==> config.mk <==
export PLATFORM = sky130hd
export DESIGN_NAME = rot_operand_tx
export DESIGN_NICKNAME = d
export VERILOG_FILES = /design/src/rtl/rot_operand_tx.sv
export SDC_FILE = /design/constraint.sdc
export NUM_CORES = 1
export LEC_CHECK = 0
export CAP_MARGIN = 25
export CORE_MARGIN = 1.5
export CORE_UTILIZATION = 53
export CTS_BUF_LIST = sky130_fd_sc_hd__clkbuf_8
export DETAILED_ROUTE_END_ITERATION = 16
export PLACE_DENSITY = 0.88
export SLEW_MARGIN = 10
export SYNTH_ARGS = -nofsm -noshare
export SYNTH_HDL_FRONTEND = slang
export SYNTH_SLANG_ARGS = --single-unit
==> constraint.sdc <==
create_clock -name clk -period 2.4 [get_ports clk]
set_input_delay 0.36 -clock clk [delete_from_list [all_inputs] [get_ports clk]]
set_output_delay 0.36 -clock clk [all_outputs]
set_load 0.01 [all_outputs]
==> src/rtl/rot_operand_tx.sv <==
// rot_operand_tx: rotary-shaft operand transmitter for the add/sub unit.
// Sends a, b, op as four nibbles on y, each followed by one quadrature detent.
module rot_operand_tx #(
    parameter int PHASE_CYCLES = 4,
    parameter int SETUP_CYCLES = 2
) (
    input  logic       clk,
    input  logic       reset,
    input  logic       start,
    input  logic [6:0] a,
    input  logic [6:0] b,
    input  logic       op,
    input  logic       dir,
    output logic [3:0] y,
    output logic       rota,
    output logic       rotb,
    output logic       busy,
    output logic       done,
    output logic [1:0] nib_idx
);

    localparam int MAXC = (PHASE_CYCLES > SETUP_CYCLES) ?
                          PHASE_CYCLES : SETUP_CYCLES;
    localparam int TW = $clog2(MAXC + 1);
    localparam logic [TW-1:0] PH_LOAD = TW'(PHASE_CYCLES - 1);
    localparam logic [TW-1:0] SU_LOAD = TW'(SETUP_CYCLES - 1);
    localparam logic [TW-1:0] ONE = TW'(1);

    typedef enum logic [2:0] {
        IDLE, SETUP, PH1, PH2, PH3, PH4, FIN
    } state_t;

    state_t        state;
    logic [TW-1:0] timer;
    logic [6:0]    a_q;
    logic [6:0]    b_q;
    logic          op_q;
    logic          dir_q;
    logic          tdone;

    assign tdone = (timer == '0);

    function automatic logic [3:0] nibble(input logic [1:0] idx);
        nibble = a_q[3:0];
        case (idx)
            2'd0: nibble = a_q[3:0];
            2'd1: nibble = {1'b0, a_q[6:4]};
            2'd2: nibble = b_q[3:0];
            2'd3: nibble = {op_q, b_q[6:4]};
            default: nibble = a_q[3:0];
        endcase
    endfunction

    always_ff @(posedge clk or posedge reset) begin
        if (reset) begin
            state   <= IDLE;
            timer   <= '0;
            a_q     <= '0;
            b_q     <= '0;
            op_q    <= 1'b0;
            dir_q   <= 1'b0;
            y       <= '0;
            rota    <= 1'b0;
            rotb    <= 1'b0;
            busy    <= 1'b0;
            done    <= 1'b0;
            nib_idx <= '0;
        end else begin
            done <= 1'b0;
            if (!tdone) timer <= timer - ONE;
            case (state)
                // FIN accepts a held start so back-to-back frames
                // leave exactly one non-busy cycle between them.
                IDLE, FIN: begin
                    if (start) begin
                        a_q     <= a;
                        b_q     <= b;
                        op_q    <= op;
                        dir_q   <= dir;
                        y       <= a[3:0];
                        nib_idx <= 2'd0;
                        busy    <= 1'b1;
                        timer   <= SU_LOAD;
                        state   <= SETUP;
                    end else begin
                        busy  <= 1'b0;
                        state <= IDLE;
                    end
                end
                SETUP: if (tdone) begin
                    state <= PH1;
                    timer <= PH_LOAD;
                    rota  <= ~dir_q;
                    rotb  <= dir_q;
                end
                PH1: if (tdone) begin
                    state <= PH2;
                    timer <= PH_LOAD;
                    rota  <= 1'b1;
                    rotb  <= 1'b1;
                end
                PH2: if (tdone) begin
                    state <= PH3;
                    timer <= PH_LOAD;
                    rota  <= dir_q;
                    rotb  <= ~dir_q;
                end
                PH3: if (tdone) begin
                    state <= PH4;
                    timer <= PH_LOAD;
                    rota  <= 1'b0;
                    rotb  <= 1'b0;
                end
                PH4: if (tdone) begin
                    if (nib_idx == 2'd3) begin
                        state   <= FIN;
                        timer   <= '0;
                        done    <= 1'b1;
                        busy    <= 1'b0;
                        y       <= '0;
                        nib_idx <= 2'd0;
                    end else begin
                        state   <= SETUP;
                        timer   <= SU_LOAD;
                        nib_idx <= nib_idx + 2'd1;
                        y       <= nibble(nib_idx + 2'd1);
                    end
                end
                default: state <= IDLE;
            endcase
        end
    end

endmodule
; After elaboration in Yosys (flattened, before gate mapping)
; Cells that the tools add are included.
[totals]
regBits = 32
in_bits = 19
out_inout_bits = 10
word_cells = 80
[classes]
add_sub_neg = 2
eq_ne = 17
n_mux = 36
bitwise = 1
n_reduce_logical = 12
[op_table]
columns = op, n
row1 = 3-bit two-way mux, 10
row2 = 3-bit one-hot mux with 6 select lines, 1
row3 = 4-bit one-hot mux with 4 select lines, 1
row4 = 2-bit inequality test (second input constant), 7
row5 = 1-bit two-way mux, 12
row6 = 4-bit two-way mux, 3
row7 = 5-bit AND reduction, 2
row8 = 3-bit == test (second input constant), 3
row9 = 3-bit one-hot mux with 3 select lines, 1
row10 = 1-bit one-hot mux with 4 select lines, 2
row11 = 4-bit one-hot mux with 2 select lines, 1
row12 = 2-bit == test (second input constant), 3
row13 = 3-bit by 2-bit == test with 1-bit output (second input constant), 2
row14 = 3-bit logical NOT, 2
row15 = 2-bit two-way mux, 3
row16 = 3-bit AND reduction, 2
row17 = 2-bit one-hot mux with 2 select lines, 1
row18 = 4-bit nonzero test, 1
row19 = 4-bit OR reduction, 1
row20 = 3-bit by 1-bit == test with 1-bit output (second input constant), 1
row21 = 3-bit by 1-bit subtractor with 3-bit output (second input constant), 1
row22 = 2-bit by 1-bit adder with 2-bit output (second input constant), 1
row23 = 2-bit by 1-bit == test with 1-bit output (second input constant), 1
row24 = 2-bit logical NOT, 1
row25 = 5 further kinds, 5

; Longest topological paths before layout
; Gate-level depths: netlist (run 1).
[logic_depth]
ltp_word = 6
mapped_depth = 7
mapped_depth_nobuf = 6

; Worst setup path after synthesis (run 1)
; No wires, ideal clock.
[synth_timing]
kind = register -> register
from = register timer[0]
to = register y[0]
setup_ns = 0.125
arrival_ns = 1.527
required_time_ns = 2.275
slack_ns = 0.748
path_stages_with_launch = 7
period_less_slack_ns = 1.652
cell_sequence = dfrtp_1 > inv_1 > ha_1 > nand3b_4 > o22ai_1 > a22o_2 > mux2_2
[synth_between]
elab_chain_len = 3
[synth_lines]
columns = element, line
row1 = "start, declared", 34  ; logic [TW-1:0] timer;
row2 = "start signal, assigned", 70  ; if (!tdone) timer <= timer - ONE;
row3 = 3-bit logical NOT, 41  ; assign tdone = (timer == '0);
row4 = 2-bit inequality test (no line), --
row5 = 3-bit AND reduction (no line), --
row6 = "end signal, assigned", 80  ; y <= a[3:0];
row7 = "end signal, assigned", 126  ; y <= nibble(nib_idx + 2'd1);
row8 = "end, declared", 14  ; output logic [3:0] y,
; No other way between the ends.
; A chain may end at the register's enable or synchronous reset.

; Worst setup path after layout (run 1)
[layout_timing]
from = register state[1]
to = register a_q[5]
[layout_between]
elab_chain_len = 3
[layout_lines]
columns = element, line
row1 = "start, declared", 33  ; state_t state;
row2 = "start signal, assigned", 56  ; state <= IDLE;
row3 = "start signal, assigned", 84  ; state <= SETUP;
row4 = "start signal, assigned", 87  ; state <= IDLE;
row5 = 3-bit == test / 3-bit logical NOT (equally long branches), 71  ; case (state)
row6 = 2-bit OR reduction (*), 71
row7 = 2-bit AND reduction (no line) (*), --
row8 = "end signal, assigned", 58  ; a_q <= '0;
row9 = "end signal, assigned", 76  ; a_q <= a;
row10 = "end, declared", 35  ; logic [6:0] a_q;
; Mark *: on every way between the ends. The rest lies on a longest branch, timed or not.

==> results of run 1 <==
## worst max path at each step
stage	end	slack [ns]	cells past startpoint
floorplan	y[0]	0.75	6
global placement	a_q[4]	0.46	4
detailed placement	b_q[4]	0.42	4
CTS	y[2]	0.53	6
global route	a_q[4]	0.42	3
finish	a_q[5]	0.52	3
## metal layers
metal  vias to the layer above  routed length, um  share of wire [%]
met3                         2                126                4.0
li1                        534                  -                  -
met4                         0                 17               0.54
met1                       561               1410                 45
met5                         -                  0                  0
met2                        23               1570                 50
## final cells by class
type | instances | area (um^2) | area share [%]
clock buffer | 3 | 41.3 | 2.20
timing repair buffer | 29 | 288 | 15.3
tap | 31 | 38.8 | 2.07
inverter | 7 | 26.3 | 1.40
clock inverter | 1 | 30.0 | 1.60
multi-input combinational | 94 | 753 | 40.1
sequential | 28 | 701 | 37.3
## logic make-up (layout without fill, tap and decap cells)
| kind of cell | after synthesis | count (layout) | share of synthesized area [%] |
|---|---|---|---|
| buffers and inverters | 14 | 40 | 5.37 |
| adders and majority gates | 6 | 6 | 4.89 |
| xor gates and xnor gates | 2 | 2 | 1.14 |
| AOI/OAI and AO/OA | 29 | 29 | 13.8 |
| muxes | 20 | 20 | 16.3 |
| DFF | 28 | 28 | 45.6 |
| and+or+nand+nor | 37 | 37 | 12.9 |
## power breakdown
part           internal, mW  leakage, nW  switching [mW]
combinational         0.590        0.451           0.448
sequential            0.696        0.339           0.246
clock                 0.224       0.0357           0.156
## stage by stage
step / instances / setup WS, ns
6_report: 193 / 0.520
5_1_grt: 193 / 0.421
4_1_cts: 193 / 0.532
2_1_floorplan: 136 / 0.748
3_3_place_gp: 189 / 0.457
3_5_place_dp: 189 / 0.416
## sequential cells by signal (all words and copies together) (netlist names)
name,cells
a_q,3
b_q,7
busy,1
dir_q,1
done,1
nib_idx,2
op_q,1
rota,1
rotb,1
state,3
timer,3
y,4
## critical path, cell delays in order, from the launching register on
cell,delay [ns]
dfrtp_1,0.75
nand2b_1,0.26
and3_4,0.38
mux2_2,0.37
## cells in the final DEF, fill, tap and decap left out, drive strengths merged
master,instances
nand2b,4
bufinv,1
a21boi,1
a222oi,4
a22oi,1
nand2,12
or2,1
nand3b,2
o32ai,2
o21ai,4
a21oi,5
and3,1
ha,6
o21bai,1
nor2b,3
nor2,12
a31oi,1
o31ai,2
dfrtp,28
clkbuf,3
nand3,1
clkdlybuf4s50,28
mux2i,1
a22o,1
buf,1
o211ai,1
o22ai,5
xor2,2
a221oi,1
inv,7
mux2,19
nor3,1
==> results.toml, run 1 <==
[clock_network]
post-cts-setup-buffers = 0
root_buffer = "clkbuf_8"
ctsResizeCount = 0
cts_buffer_depth = 2
clock_latency_ns = 0.28
cts_made_buffers = 3
cts_tree = "yes"
clock-sinks = 28
cts_hold_buf = 0
cts_htree_levels = 1
clkTransAtPathRegs_ns = 0.10

[synth]
syn-instance-count = 136
ys_ff_latch = 28
ys.flop_type = "dfrtp_1"
synth-seq-area-share_pct = 45.6
ys_async_sr_fraction_pct = 100
yosysWarningCount = 0
syn_area_per_cell_um2 = 11.3
synth.most_common_cell = "dfrtp_1"
yosys-top-cells-area = "dfrtp_1 46%, mux2_4 6.8%, mux2_2 6.6%, ha_1 4.9%, nand2_1 2.9%"
synthTopCellsByCount = "28 x dfrtp_1, 12 x nand2_1, 12 x nor2_1, 9 x mux2_2"
synth_cell_types = 38
syn-cell-area_mm2 = 0.00154
syn-num-nets = 161
synth_top_area_share_pct = 45.6
synth_top_cell_by_area = "dfrtp_1"
synth_enable_flop_cells = 0

[place]
dp_hpwl_um = 2200
io_buffers = 28
gp_congestion = 0.879
dpl_cell_area_mm2 = 0.00181

[timing]
min_period_ns = 1.88
period_share_pct = 78.3
rsz0062_at_grt = "false"
hold_viol = 0
whs_ns = 0.423
max_freq_mhz = 532
worst-slew-pin-transition_ns = 0.620
slew_violations = 0
fin_setup_tns_ns = 0
relSlewSlack_pct = 58.7
setup_violations = 0
fin_skew_ns = 0.00557

[outcome]
outcome = "finished, final reports clean"

[route]
wl_per_cell_um = 16.2
firstDrtPassIters = 4
drt-initial-drc-count = 58
via_count = 1120
route.detailed.drc = 0
via_per_inst = 5.80
antenna_left = 0
wirelength_um = 3130

[grt]
overflow = 0
grt_pass1_wl_um = 5240
antenna_found_initial = 0
grtUsageMet2_pct = 32.4
grt_pass1_vias = 1089
grt_use_met1_pct = 30.4
busiest_layer = "met2"
grt_max_degree = 29
grt.met3_usage_pct = 2.76
gr-usage-all-layers_pct = 21.0

[worst_hold_path]
hold_path.class = "in -> async"

[die]
num_rows = 19
fp.dieW_um = 56.8
dieArea_mm2 = 0.00323
io-pin-count = 29
start_util_pct = 55.7
die_h_um = 56.8
coreArea_mm2 = 0.00276

[final_layout]
nets = 188
area_delta_synth_final_pct = 22.2
design_area_mm2 = 0.00188
fill_cells = 217
final_util_pct = 68.1
final_layout_size_suffix_gt1_share_pct = 16.7
insertedDiodeCount = 0

[pwr]
p_per_area_mw_per_mm2 = 1260
total_power_mw = 2.36
ir_worst_vdd_uv = 768
p_leak_nw = 0.826

[flow_run]
drv_cap = 0

[worst_setup_path]
reg2regPathDepth = 3
worstReg2RegStart = "state[1]"
reg2reg_slack_ns = 0.52
startpoint_type = "flip-flop"
arrival_ns = 2.05
crit_start = "state[1]"
crit_type = "reg -> reg"
rr_endpoint = "a_q[5]"
cp-end-kind = "flip-flop"
crit_fanout = 18
required_ns = 2.57
Note: power is estimated with default switching activity, not from simulation.
==> run 2: changes to the inputs <==
--- a/config.mk
+++ b/config.mk
@@ -7,10 +7,10 @@
 export LEC_CHECK = 0
 export CAP_MARGIN = 25
 export CORE_MARGIN = 1.5
-export CORE_UTILIZATION = 53
+export CORE_UTILIZATION = 48
 export CTS_BUF_LIST = sky130_fd_sc_hd__clkbuf_8
 export DETAILED_ROUTE_END_ITERATION = 16
-export PLACE_DENSITY = 0.88
+export PLACE_DENSITY = 0.84
 export SLEW_MARGIN = 10
 export SYNTH_ARGS = -nofsm -noshare
 export SYNTH_HDL_FRONTEND = slang
==> constraint.sdc (replaced) <==
create_clock -name clk -period 1.5 [get_ports clk]
set_input_delay 0.225 -clock clk [delete_from_list [all_inputs] [get_ports clk]]
set_output_delay 0.225 -clock clk [all_outputs]
set_load 0.01 [all_outputs]
==> results.toml, run 2 (same netlist as run 1, synthesis figures left out) <==
[clock_network]
cts_htree_levels = 1
clock_latency_ns = 0.28
clkTransAtPathRegs_ns = 0.10
root_buffer = "clkbuf_8"
cts_buffer_depth = 2
cts_tree = "yes"
cts_hold_buf = 0
cts_made_buffers = 3
clock-sinks = 28

[grt]
grt.met3_usage_pct = 5.24
antenna_found_initial = 0
grt_max_degree = 29
grt_pass1_vias = 1281
overflow = 0
grt_use_met1_pct = 32.2
gr-usage-all-layers_pct = 23.6
busiest_layer = "met2"
grt_pass1_wl_um = 6270
grtUsageMet2_pct = 38.3

[final_layout]
final_cell_count_no_fill = 233
largest_reg_flops = 7
top_register = "b_q"
final_layout_size_suffix_gt1_share_pct = 43.4
final_util_pct = 74.3
insertedDiodeCount = 0
nets = 215
area_delta_synth_final_pct = 47.7
final_cell_mix = "26 x clkdlybuf4s50_1, 25 x dfrtp_1, 22 x buf_4"
reg.largest.list = "b_q x7, y x4"
final_common_cell = "clkdlybuf4s50_1"

[worst_setup_path]
rr_endpoint = "y[2]"
cp-end-kind = "flip-flop"
worstReg2RegStart = "nib_idx[0]"
crit_fanout = 3
startpoint_type = "flip-flop"
reg2reg_slack_ns = -0.21
reg2regPathDepth = 5
required_ns = 1.67
arrival_ns = 1.89
cpMaxStageDelayCell = "a222oi_1"
crit_type = "reg -> reg"
crit_start = "nib_idx[0]"
slowest_delay_ns = 0.52
path_cells = "inv_2 -> ha_4 -> a222oi_1 -> o21ai_1 -> mux2_4"

[outcome]
outcome = "finished, violations left"
violations = "negative setup slack"

[route]
drt-initial-drc-count = 78
via_per_inst = 5.60
route.detailed.drc = 0
firstDrtPassIters = 7
wirelength_um = 4070
wl_per_cell_um = 17.5
antenna_left = 0
via_count = 1304

[die]
num_rows = 20
coreArea_mm2 = 0.00305
dieArea_mm2 = 0.00355
die_h_um = 59.6
start_util_pct = 50.3
io-pin-count = 29
fp.dieW_um = 59.6

[timing]
max_freq_mhz = 584
period_share_pct = 114
slew_violations = 0
relSlewSlack_pct = 64.0
min_period_ns = 1.71
rsz0062_at_grt = "true"
worst-slew-pin-transition_ns = 0.540
fin_skew_ns = 0.00698
hold_viol = 0
worst_slack_ns = -0.213
setup_violations = 3

[place]
dp_hpwl_um = 2550
io_buffers = 28
gp_congestion = 0.883
dpl.cell_count = 224

[worst_hold_path]
hold_path.class = "in -> async"

[pwr]
p_per_area_mw_per_mm2 = 1970
p_leak_nw = 0.994
total_power_mw = 4.48
ir_worst_vdd_uv = 1220

[flow_run]
drv_cap = 0
==> run 2: critical path: cells and delay by family (launching register included) <==
kind	cells	cell delay, ns
buffers and inverters	1	0.07
AOI/OAI and AO/OA	2	0.66
muxes	1	0.27
adders and majority gates	1	0.17
DFF	1	0.43
==> run 2: worst max path at each step <==
stage | endpoint | slack, ns | cells past startpoint
after floorplan | y[0] | -0.03 | 6
after global placement | b_q[5] | -0.24 | 4
after detailed placement | a_q[5] | -0.29 | 4
after CTS | y[2] | -0.21 | 5
after global routing | y[2] | -0.28 | 5
final | y[2] | -0.21 | 5
==> run 2: through the flow <==
stage	setup slack (ns)	area [um^2]	setup TNS, ns	hold WS [ns]
after floorplan	-0.0256	1550	-0.118	0.290
after global placement	-0.237	2000	-4.02	0.468
after detailed placement	-0.289	2000	-4.87	0.496
after CTS	-0.206	2140	-0.590	0.335
after global routing	-0.281	2270	-0.868	0.372
final	-0.213	2270	-0.561	0.313
==> run 2: cell type report <==
class | count | area, um^2
clock buffers | 4 | 55.1
well taps | 44 | 55.1
flip-flops and latches | 28 | 704
fillers | 214 | 783
inverters | 7 | 26.3
repair buffers | 55 | 500
multi-input cells | 95 | 928
==> run 2: power breakdown <==
part / internal (mW) / switching (mW) / total (mW)
Sequential: 1.12 / 0.320 / 1.44
Combinational: 1.43 / 1.13 / 2.56
Clock: 0.235 / 0.236 / 0.472
Total: 2.79 / 1.69 / 4.48
==> run 2: what timing repair did <==
action | CTS | global route
gates cloned | 1 | 0
setup buffers | 3 | 2
pin swaps | 7 | 11
endpoints found under the setup margin | 14 | 22
gates resized for setup | 21 | 27
==> run 2: metal layers <==
metal | vias up | routed length [um]
li1 | 593 | -
met1 | 666 | 1750
met2 | 41 | 2130
met3 | 4 | 148
met4 | 0 | 44
met5 | - | 0
==> run 3: changes to the inputs <==
--- a/config.mk
+++ b/config.mk
@@ -6,11 +6,13 @@
 export NUM_CORES = 1
 export LEC_CHECK = 0
 export CAP_MARGIN = 25
+export CELL_PAD_IN_SITES_DETAIL_PLACEMENT = 1
+export CELL_PAD_IN_SITES_GLOBAL_PLACEMENT = 1
 export CORE_MARGIN = 1.5
-export CORE_UTILIZATION = 48
+export CORE_UTILIZATION = 38
 export CTS_BUF_LIST = sky130_fd_sc_hd__clkbuf_8
 export DETAILED_ROUTE_END_ITERATION = 16
-export PLACE_DENSITY = 0.84
+export PLACE_DENSITY = 0.85
 export SLEW_MARGIN = 10
 export SYNTH_ARGS = -nofsm -noshare
 export SYNTH_HDL_FRONTEND = slang
==> results.toml, run 3 (same netlist as run 1, synthesis figures left out) <==
[timing]
fin_skew_ns = 0.00423
rsz0062_at_grt = "true"
hold_viol = 0
min_period_ns = 1.72
worst-slew-pin-transition_ns = 0.492
setup_violations = 11
slew_violations = 0
period_share_pct = 115
worst_slack_ns = -0.222
relSlewSlack_pct = 67.2
max_freq_mhz = 581

[pwr]
p_leak_nw = 1.02
p_per_area_mw_per_mm2 = 2150
total_power_mw = 4.89
ir_worst_vdd_uv = 884

[place]
gp_congestion = 0.817
io_buffers = 28
dpl.cell_count = 226
dpl_cell_area_mm2 = 0.00199
dp_hpwl_um = 3270

[outcome]
outcome = "finished, violations left"
violations = "negative setup slack"

[worst_setup_path]
crit_fanout = 4
required_ns = 1.68
cp-end-kind = "flip-flop"
arrival_ns = 1.91
reg2reg_slack_ns = -0.22
crit_type = "reg -> reg"
startpoint_type = "flip-flop"

[clock_network]
clkTransAtPathRegs_ns = 0.11
cts_made_buffers = 3
clock-sinks = 28
clock_latency_ns = 0.29
cts_tree = "yes"
cts_buffer_depth = 2
root_buffer = "clkbuf_8"
cts_htree_levels = 1

[final_layout]
area_delta_synth_final_pct = 48.2
multi_input_area_um2 = 941
largest_reg_flops = 7
final_cell_count_no_fill = 233
final_layout_size_suffix_gt1_share_pct = 43.2
nets = 211
insertedDiodeCount = 0
design_area_mm2 = 0.00228
final_util_pct = 60.4
top_register = "b_q"
final_cell_mix = "24 x dfrtp_1, 24 x clkdlybuf4s50_1, 19 x buf_4"
reg.largest.list = "b_q x7, y x4"
seqCellArea_um2 = 706
fill_cells = 387

[grt]
grt_max_degree = 29
overflow = 0
antenna_found_initial = 0
grt_pass1_wl_um = 7840
grt_pass1_vias = 1485
gr-usage-all-layers_pct = 24.3

[route]
antenna_left = 0
via_per_inst = 5.73
via_count = 1334
firstDrtPassIters = 5
dr.max_layer_used = "met4"
wl_per_cell_um = 22.7
wl_met3_um = 255
wl_met1_um = 2160
route.detailed.drc = 0
wirelength_um = 5290
drt-initial-drc-count = 86
wl_met2_um = 2760

[die]
start_util_pct = 40.7
num_rows = 22
die_h_um = 66.6
coreArea_mm2 = 0.00377
dieArea_mm2 = 0.00443
io-pin-count = 29
fp.dieW_um = 66.6

[worst_hold_path]
hold_path.class = "in -> async"

[flow_run]
drv_cap = 0
-- run 3: cell types whose count changed in the layout (fill, tap and decap cells not counted), sizes merged --
cell           before  now
bufinv              0    1
clkdlybuf4s15       1    0
clkdlybuf4s50      26   24
dlygate4sd2         1    2
clkbuf              4    3
buf                27   23
dlymetal6s2s        0    2
-- run 3: per-stage QoR --
step	TNS [ns]	hold slack [ns]	setup WS, ns
global route	-1.43	0.356	-0.280
detailed placement	-6.04	0.494	-0.326
global placement	-4.04	0.466	-0.230
finish	-0.878	0.301	-0.222
floorplan	-0.118	0.290	-0.0256
CTS	-0.553	0.320	-0.137
-- run 3: routing by layer --
metal  GRT usage, %  vias to the layer above
li1               -                      584
met1           30.5                      686
met2           43.0                       53
met3           2.36                       11
met4           8.67                        0
met5              0                        -
-- run 3: final timing paths --
check | start | end | cells past startpoint
worst min register to register | y[3] | y[3] | 1
worst max-delay path | nib_idx[0] | y[2] | 5
min in group clk | y[3] | y[3] | 1
worst max register to register | nib_idx[0] | y[2] | 5
max in group asynchronous | reset | state[0] | 3
worst min-delay path | reset | b_q[5] | 3
-- run 3: worst max-delay path, cell delays in order, from the launching register on --
cell and delay (ns):
dfrtp_2 0.46, inv_4 0.06, ha_4 0.17, a222oi_1 0.48, o21ai_1 0.14, mux2_2 0.29
-- run 3: power by group --
part / internal (mW) / switching [mW]
logic: 1.45 / 1.34
clock network: 0.358 / 0.280
registers: 1.12 / 0.346
-- run 3: cell type report --
class	count	area share (%)
multi-input cells	95	41.3
flip-flops and latches	28	31.0
repair buffers	51	20.7
well taps	48	2.64
clock buffers	3	1.81
clock inverters	1	1.32
inverters	7	1.26
-- run 3: repair_timing --
item	4_1_cts	5_1_grt
endpoints found under the setup margin	26	24
pin swaps	9	14
cloned	1	0
hold buffers	0	0
gates resized for setup	20	33
buffers inserted	1	3
